File: config.mk
export PLATFORM = sky130hd
export DESIGN_NAME = register_file_mp
export DESIGN_NICKNAME = d
export VERILOG_FILES = /design/src/rtl/register_file_mp.sv
export SDC_FILE = /design/constraint.sdc
export NUM_CORES = 2
export LEC_CHECK = 0
export CAP_MARGIN = 10
export CORE_MARGIN = 10
export CORE_UTILIZATION = 35
export CTS_CLUSTER_DIAMETER = 200
export CTS_CLUSTER_SIZE = 14
export DETAILED_ROUTE_END_ITERATION = 10
export DONT_BUFFER_PORTS = 1
export PLACE_DENSITY_LB_ADDON = 0.2
export SLEW_MARGIN = 10
export SYNTH_ARGS = -nofsm -noshare
export SYNTH_HDL_FRONTEND = slang
export SYNTH_SLANG_ARGS = --single-unit
export TNS_END_PERCENT = 100
File: constraint.sdc
create_clock -name clk -period 4.7 [get_ports clk]
set_input_delay 1.41 -clock clk [delete_from_list [all_inputs] [get_ports clk]]
set_output_delay 1.41 -clock clk [all_outputs]
set_load 0.005 [all_outputs]
File: src/rtl/register_file_mp.sv
// Multi-read-port register file with same-cycle write bypass and a hardware clear
// sequencer. Define REGFILE_ZERO_REG_EN to hardwire entry 0 to zero.
module register_file_mp #(
  parameter int DATA_WIDTH = 32,
  parameter int ADDR_WIDTH = 5,
  parameter int NUM_READ   = 2
) (
  input  logic                           clk,
  input  logic                           reset,
  input  logic                           register_load,
  input  logic [ADDR_WIDTH-1:0]          address_D,
  input  logic [DATA_WIDTH-1:0]          bus_D,
  input  logic [NUM_READ*ADDR_WIDTH-1:0] address_R,
  output logic [NUM_READ*DATA_WIDTH-1:0] bus_R,
  input  logic                           clear_req,
  output logic                           clear_busy,
  output logic                           clear_done
);

  localparam int DEPTH = 2 ** ADDR_WIDTH;

`ifdef REGFILE_ZERO_REG_EN
  localparam bit ZeroReg = 1'b1;
`else
  localparam bit ZeroReg = 1'b0;
`endif

  typedef enum logic [1:0] {
    ST_IDLE,
    ST_CLEAR,
    ST_DONE
  } state_e;

  state_e                state_q, state_d;
  logic [ADDR_WIDTH-1:0] cnt_q, cnt_d;
  logic                  busy_q, busy_d;
  logic                  done_q, done_d;
  logic [DATA_WIDTH-1:0] mem_q [DEPTH];

  logic                  wr_en;
  logic [ADDR_WIDTH-1:0] wr_addr;
  logic [DATA_WIDTH-1:0] wr_data;
  logic                  fwd_en;

  // The clear sequencer borrows the single write port, so writeback is locked out while it runs.
  always_comb begin
    // NOTE: every signal gets a default before the case so no path leaves it unassigned (no latches).
    state_d = state_q;
    cnt_d   = cnt_q;
    wr_en   = 1'b0;
    wr_addr = address_D;
    wr_data = bus_D;
    unique case (state_q)
      ST_IDLE: begin
        wr_en = register_load;
        if (clear_req) begin
          state_d = ST_CLEAR;
          cnt_d   = '0;
        end
      end
      ST_CLEAR: begin
        wr_en   = 1'b1;
        wr_addr = cnt_q;
        wr_data = '0;
        cnt_d   = cnt_q + ADDR_WIDTH'(1);
        if (&cnt_q) state_d = ST_DONE;
      end
      ST_DONE: begin
        wr_en   = register_load;
        state_d = ST_IDLE;
      end
      default: state_d = ST_IDLE;
    endcase
    if (ZeroReg && wr_addr == '0) wr_en = 1'b0;
    busy_d = (state_d == ST_CLEAR);
    done_d = (state_d == ST_DONE);
  end

  assign fwd_en = register_load && (state_q != ST_CLEAR) && !(ZeroReg && address_D == '0);

  always_ff @(posedge clk or negedge reset) begin
    // NOTE: sequential state uses non-blocking assignments so every flop samples pre-edge values.
    if (!reset) begin
      state_q <= ST_IDLE;
      cnt_q   <= '0;
      busy_q  <= 1'b0;
      done_q  <= 1'b0;
    end else begin
      state_q <= state_d;
      cnt_q   <= cnt_d;
      busy_q  <= busy_d;
      done_q  <= done_d;
    end
  end

  always_ff @(posedge clk or negedge reset) begin
    // NOTE: the array is reset on purpose; reset must leave every entry reading zero.
    if (!reset) begin
      for (int i = 0; i < DEPTH; i++) mem_q[i] <= '0;
    end else if (wr_en) begin
      mem_q[wr_addr] <= wr_data;
    end
  end

  for (genvar k = 0; k < NUM_READ; k++) begin : g_rd
    logic [ADDR_WIDTH-1:0] ra;
    assign ra = address_R[k*ADDR_WIDTH +: ADDR_WIDTH];
    assign bus_R[k*DATA_WIDTH +: DATA_WIDTH] =
        (fwd_en && ra == address_D) ? bus_D :
        (ZeroReg && ra == '0)       ? '0    : mem_q[ra];
  end

  assign clear_busy = busy_q;
  assign clear_done = done_q;

endmodule
[Word level (Yosys, flattened, before mapping)]
Cells that the tools add are included.
Cells by class
  order comparisons: 4
  div/mod/pow operators: 0
  equal/unequal tests: 8
  multiplexer cells: 19
  $mul: 0
  add/subtract/negate cells: 1
  reduce and logical (&&, ||, !) cells: 9
  shifts and indexed selects: 0
  bitwise operators: 3
Operators with widths (count)
  $bwmux 1024: 1
  $bmux 32 s5: 2
  $mux 32: 8
  $demux 32 s5: 1
  $ge 6x6->1 const B: 3
  $not 5->6: 3
  $eq 5x5->1: 2
  $mux 5: 2
  $pmux 5 s2: 1
  $lt 6x1->1 const B: 1
  $add 5x1->5 const B: 1
  $reduce_and 5->1: 1
  $eq 2x1->1 const B: 2
  $eq 2x2->1 const B: 2
  $logic_and 1x1->1: 4
  $mux 2: 2
  $pmux 2 s2: 1
  $logic_not 2->1: 1
  $ne 2x1->1 const B: 1
  $ne 2x2->1 const B: 1
  $pmux 1 s2: 1
  $reduce_and 2->1: 1
  $reduce_bool 2->1: 1
  $reduce_or 2->1: 1
Storage, ports and cells
  memories kept: 0
  logic and storage cells: 80
  bits of input ports: 51
  memory bits (writable): 0
  output and inout port bits: 66
  register bits after elaboration: 1033
  bits in read-only memories: 0
  bits in latches: 0

[Logic depth before layout (Yosys ltp)]
  depth after elaboration: 8
  mapped depth: 9
  gate-level depth less buffers: 6

[Least setup slack after synthesis]
No wires, ideal clock.
  path kind: input port to output port
  start: input address_R[5]
  end: output bus_R[32]
  buffers on the path: 4
  data arrival time: 3113 ps
  data required time: 3290 ps
  cell stages on the path: 8
  setup slack: 177 ps
  cells stage by stage: buf_2 > buf_4 > buf_2 > buf_2 > mux4_2 > o22ai_1 > o21ai_0 > a22o_1
Between the ends
  cells in the longest elaborated chain, start to end: 5
  elaborated cells on any way between the ends: 7
  classes of those cells: eq/ne (1); mux (4); bitwise (1); reduce/logical (1)
Ends and longest elaborated chain
  start, declared: line 13  | input logic [NUM_READ*ADDR_WIDTH-1:0] address_R,
  $not 5->6 (not written as such): line 110  | (ZeroReg && ra == '0) ? '0 : mem_q[ra];
  $bmux 32 s5: line 110
  $mux 32 (not written as such) (2 in a row): line 110
  $mux 32 (*): line 109  | (fwd_en && ra == address_D) ? bus_D :
  end, declared: line 14  | output logic [NUM_READ*DATA_WIDTH-1:0] bus_R,
Every way passes the cells marked *; elsewhere a longest branch is shown, timed or not. The select of a mux whose other input is x is not followed.

[Worst setup path in the final report]
  start: input address_R[1]
  end: output bus_R[16]
The elaborated chain is that of the path after synthesis.

==> impl_metrics.py <==
metrics = {
    "finish": {
        "multiInputGateArea_sq_um": 27000,
        "fillerInstances": 15200,
        "nNetsFinal": 5207,
        "final-seq-area_sq_um": 25800,
        "area_delta_synth_final_pct": 11.3,
        "layout-drive-gt1-share_pct": 18.4,
    },
    "power_and_ir_drop": {
        "ir_drop_mv": 0.302,
        "pwr-share-comb_pct": 31.8,
        "power.switching_w": 0.0111,
        "seqPwrFrac_pct": 46.0,
        "p_clk_share_pct": 22.2,
        "internal_power_w": 0.0188,
        "p_leak_nw": 25.4,
        "switching_share_pct": 37.2,
        "p_per_area_nw_per_um2": 493,
    },
    "logic_synthesis": {
        "synth-seq-cells": 1033,
        "syn_area_per_cell_sq_um": 10.2,
        "post_synth_num_cell_types": 67,
        "syn_nets": 5378,
        "synth-edff-count": 0,
        "synthFlopType": "dfrtp_1",
        "synth.yosys.seq_area_share_pct": 47.5,
        "yosysWarningCount": 0,
        "synth_area_sq_um": 54400,
        "async_reset_ff_share_pct": 100,
        "synth_cells": 5325,
    },
    "clocking": {
        "root_buffer": "clkbuf_16",
        "htreeDepth": 3,
        "cts.sinks": 1033,
        "cts_tree": "built",
        "cts_buffers": 83,
        "clock_latency_ps": 710,
        "clkTransAtPathRegs_ps": 60,
        "clockBufferDepth": 3,
    },
    "critical_path": {
        "worst-path-buf-inv": 2,
        "arrival_ps": 3610,
        "worstPathMaxFanout": 315,
        "crit_type": "in2out",
        "slowest_stage": "or2_2",
        "cp_cell_sequence": "or2_2 > buf_4 > o22ai_1 > nor3_1 > a31oi_1 > a221oi_2 > buf_4",
        "end_kind": "primary output",
        "required_ps": 3290,
        "r2r_setup_slack_ps": 1370,
        "startpoint_type": "primary input",
        "crit_family": "compound AO/OA/AOI/OAI gates",
        "critical_path.max_stage_delay_ps": 550,
        "crit_top_cell": "buf_4",
    },
    "sta": {
        "rsz0062_at_grt": "true",
        "timing.hold.ws_ps": 497,
        "hold_viol": 0,
        "final.min_clock_period_ps": 5020,
        "tightest_slew_ps": 1220,
        "fin_ws_ps": -321,
        "finalSetupTns_ps": -5810,
        "final-setup-viol-count": 32,
        "finalMaxSlewViolations": 0,
        "period_share_pct": 107,
        "relSlewSlack_pct": 18.3,
        "clock.fmax_mhz": 199,
        "fin_skew_ps": 27.3,
    },
    "floorplan": {
        "dieArea_sq_um": 172000,
        "initial_core_util_pct": 35.3,
        "die_h_um": 414,
        "rows": 144,
        "die_x_um": 414,
        "boundaryPins": 117,
        "coreArea_sq_um": 154000,
    },
    "flow_run": {
        "max_cap_violations": 0,
    },
    "global_routing": {
        "antenna_found_initial": 4,
        "grt_first_pass_wirelength_um": 287000,
        "grt_use_met2_pct": 35.5,
        "grt_max_degree": 316,
        "grt_pass1_vias": 40600,
        "grt_use_met1_pct": 30.1,
        "overflow": 0,
        "gr-max-usage-layer": "met2",
        "met3_usage_pct": 2.31,
        "grt_usage_pct": 21.8,
    },
    "route": {
        "vias": 41100,
        "viasPerCell": 5.71,
        "dr.first_iter.drc_count": 3413,
        "wl_per_cell_um": 26.7,
        "ant_nets": 0,
        "drt_pass1_iterations": 5,
        "drc": 0,
        "wl_um": 193000,
    },
    "place": {
        "gp_congestion": 0.875,
        "port_buffers": 0,
        "dp_worst_setup_slack_ps": -354,
        "hpwl_um": 117000,
    },
    "hold_path": {
        "hold_class": "reg2reg",
    },
    "run_status": {
        "violations": "setup timing",
        "status": "finished, violations left",
    },
}
==> cells by family after synthesis <==
kind of cell / Yosys count / synth area share [%]
compound gates: 1549 / 16.0
xor+xnor: 10 / 0.161
fa+ha+maj: 2 / 0.0460
buf+inv: 555 / 4.35
flops: 1033 / 47.5
mux: 734 / 20.3
simple gates: 1442 / 11.6
==> final cells by class <==
| cell class | count | area share (%) |
|---|---|---|
| Tap cell | 2044 | 4.22 |
| Sequential cell | 1033 | 42.7 |
| Timing Repair Buffer | 285 | 4.79 |
| Multi-Input combinational cell | 3737 | 44.5 |
| Clock buffer | 86 | 3.55 |
| Antenna cell | 1 | 0.00413 |
| Inverter | 14 | 0.0868 |
| Clock inverter | 5 | 0.103 |
==> cell usage after synthesis (14+ instances only) <==
library cell  number  share of area (%)
o21ai_0          944                8.7
nor2_1            48               0.33
mux2_2           153                3.2
clkbuf_1         360                2.5
nor2b_1           68               0.78
nand2b_1          28               0.32
a21oi_1           88               0.81
nor3_1            47               0.43
a31oi_1           23               0.26
nand2_1         1146                7.9
buf_4             21               0.29
buf_1             14              0.097
buf_2            137                1.3
o21ai_1          113                1.0
a221oi_1          23               0.37
a22o_1            27               0.43
mux2i_1          300                5.5
dfrtp_1         1033                 48
a211oi_1          66               0.91
a22oi_1           80                1.1
nand4_2           24               0.55
nand3_1           24               0.22
o22ai_1          143                1.6
mux4_2           277                 11
==> placed cells by master (no fill, tap or decap), types with 7 or more instances in the layout <==
cell type / instances
a221oi_1: 10
a221oi_2: 9
nand3_1: 13
a211oi_1: 39
nor4_1: 9
dfrtp_1: 1033
o311ai_0: 9
a31oi_1: 23
nor3_1: 39
o22ai_1: 141
o221ai_1: 7
clkbuf_16: 87
o21ai_0: 941
nand4_1: 12
nand2_1: 1144
nand4_4: 32
mux4_2: 277
a22oi_1: 80
nor3_2: 8
o21ai_1: 116
buf_4: 220
a22o_1: 27
inv_1: 13
a211oi_2: 25
mux2i_1: 300
nor2_1: 46
buf_12: 54
nor2b_1: 68
mux2_2: 153
a21oi_1: 88
nand3_2: 11
nand2b_1: 24
==> worst reg2reg max path: cells and delay by family (launching register included) <==
kind                   cells  cell delay, ps
AND/OR/NAND/NOR            3             930
buffers and inverters      2            1000
flip-flops                 1             580
AO/OA/AOI/OAI              2             630
==> sequential cells by signal (all words and copies together), names as in the netlist <==
register / cells
mem_q: 1024
cnt_q: 5
state_q: 2
clear_busy: 1
clear_done: 1
==> path summary, 6_finish.rpt <==
kind                       depth (start not counted)     endpoint          from
max                                                7    bus_R[16]  address_R[1]
min                                                2   mem_q[317]    mem_q[317]
max reg2reg                                        7   mem_q[536]    state_q[1]
min reg2reg                                        2   mem_q[317]    mem_q[317]
max in group asynchronous                          2  mem_q[1006]         reset
min in group asynchronous                          1   mem_q[107]         reset
==> what timing repair did <==
action                                  4_1_cts  5_1_grt
pin swaps                                     3       33
gates resized for setup                      29       68
endpoints found under the setup margin       53       58
hold endpoints to repair                      0        0
cloned                                        0        1
setup buffers                                 0        1
hold buffers                                  0        0
==> metal layers <==
metal	wire length, um	up-vias
li1	-	18800
met1	85200	21000
met2	90900	1030
met3	8970	288
met4	7520	0
met5	0	-
==> power groups by stage <==
stage	sequential, W	combinational [W]	clock [W]
5_1_grt	0.0141	0.0104	0.00706
2_1_floorplan	0.0131	0.00648	0
3_3_place_gp	0.0137	0.00928	0
6_report	0.0137	0.00950	0.00662
4_1_cts	0.0137	0.00943	0.00679
3_5_place_dp	0.0138	0.00939	0
==> metrics by stage <==
stage | util (%) | cell area [sq um] | total power [W] | cells
finish | 39.3 | 60500 | 0.0298 | 7205
global route | 39.3 | 60500 | 0.0316 | 7204
CTS | 39.0 | 60100 | 0.0299 | 7201
detailed placement | 37.4 | 57800 | 0.0232 | 7110
global placement | 37.4 | 57800 | 0.0230 | 7110
floorplan | - | 54400 | 0.0196 | 5325
(Power assumes the default switching activity.)
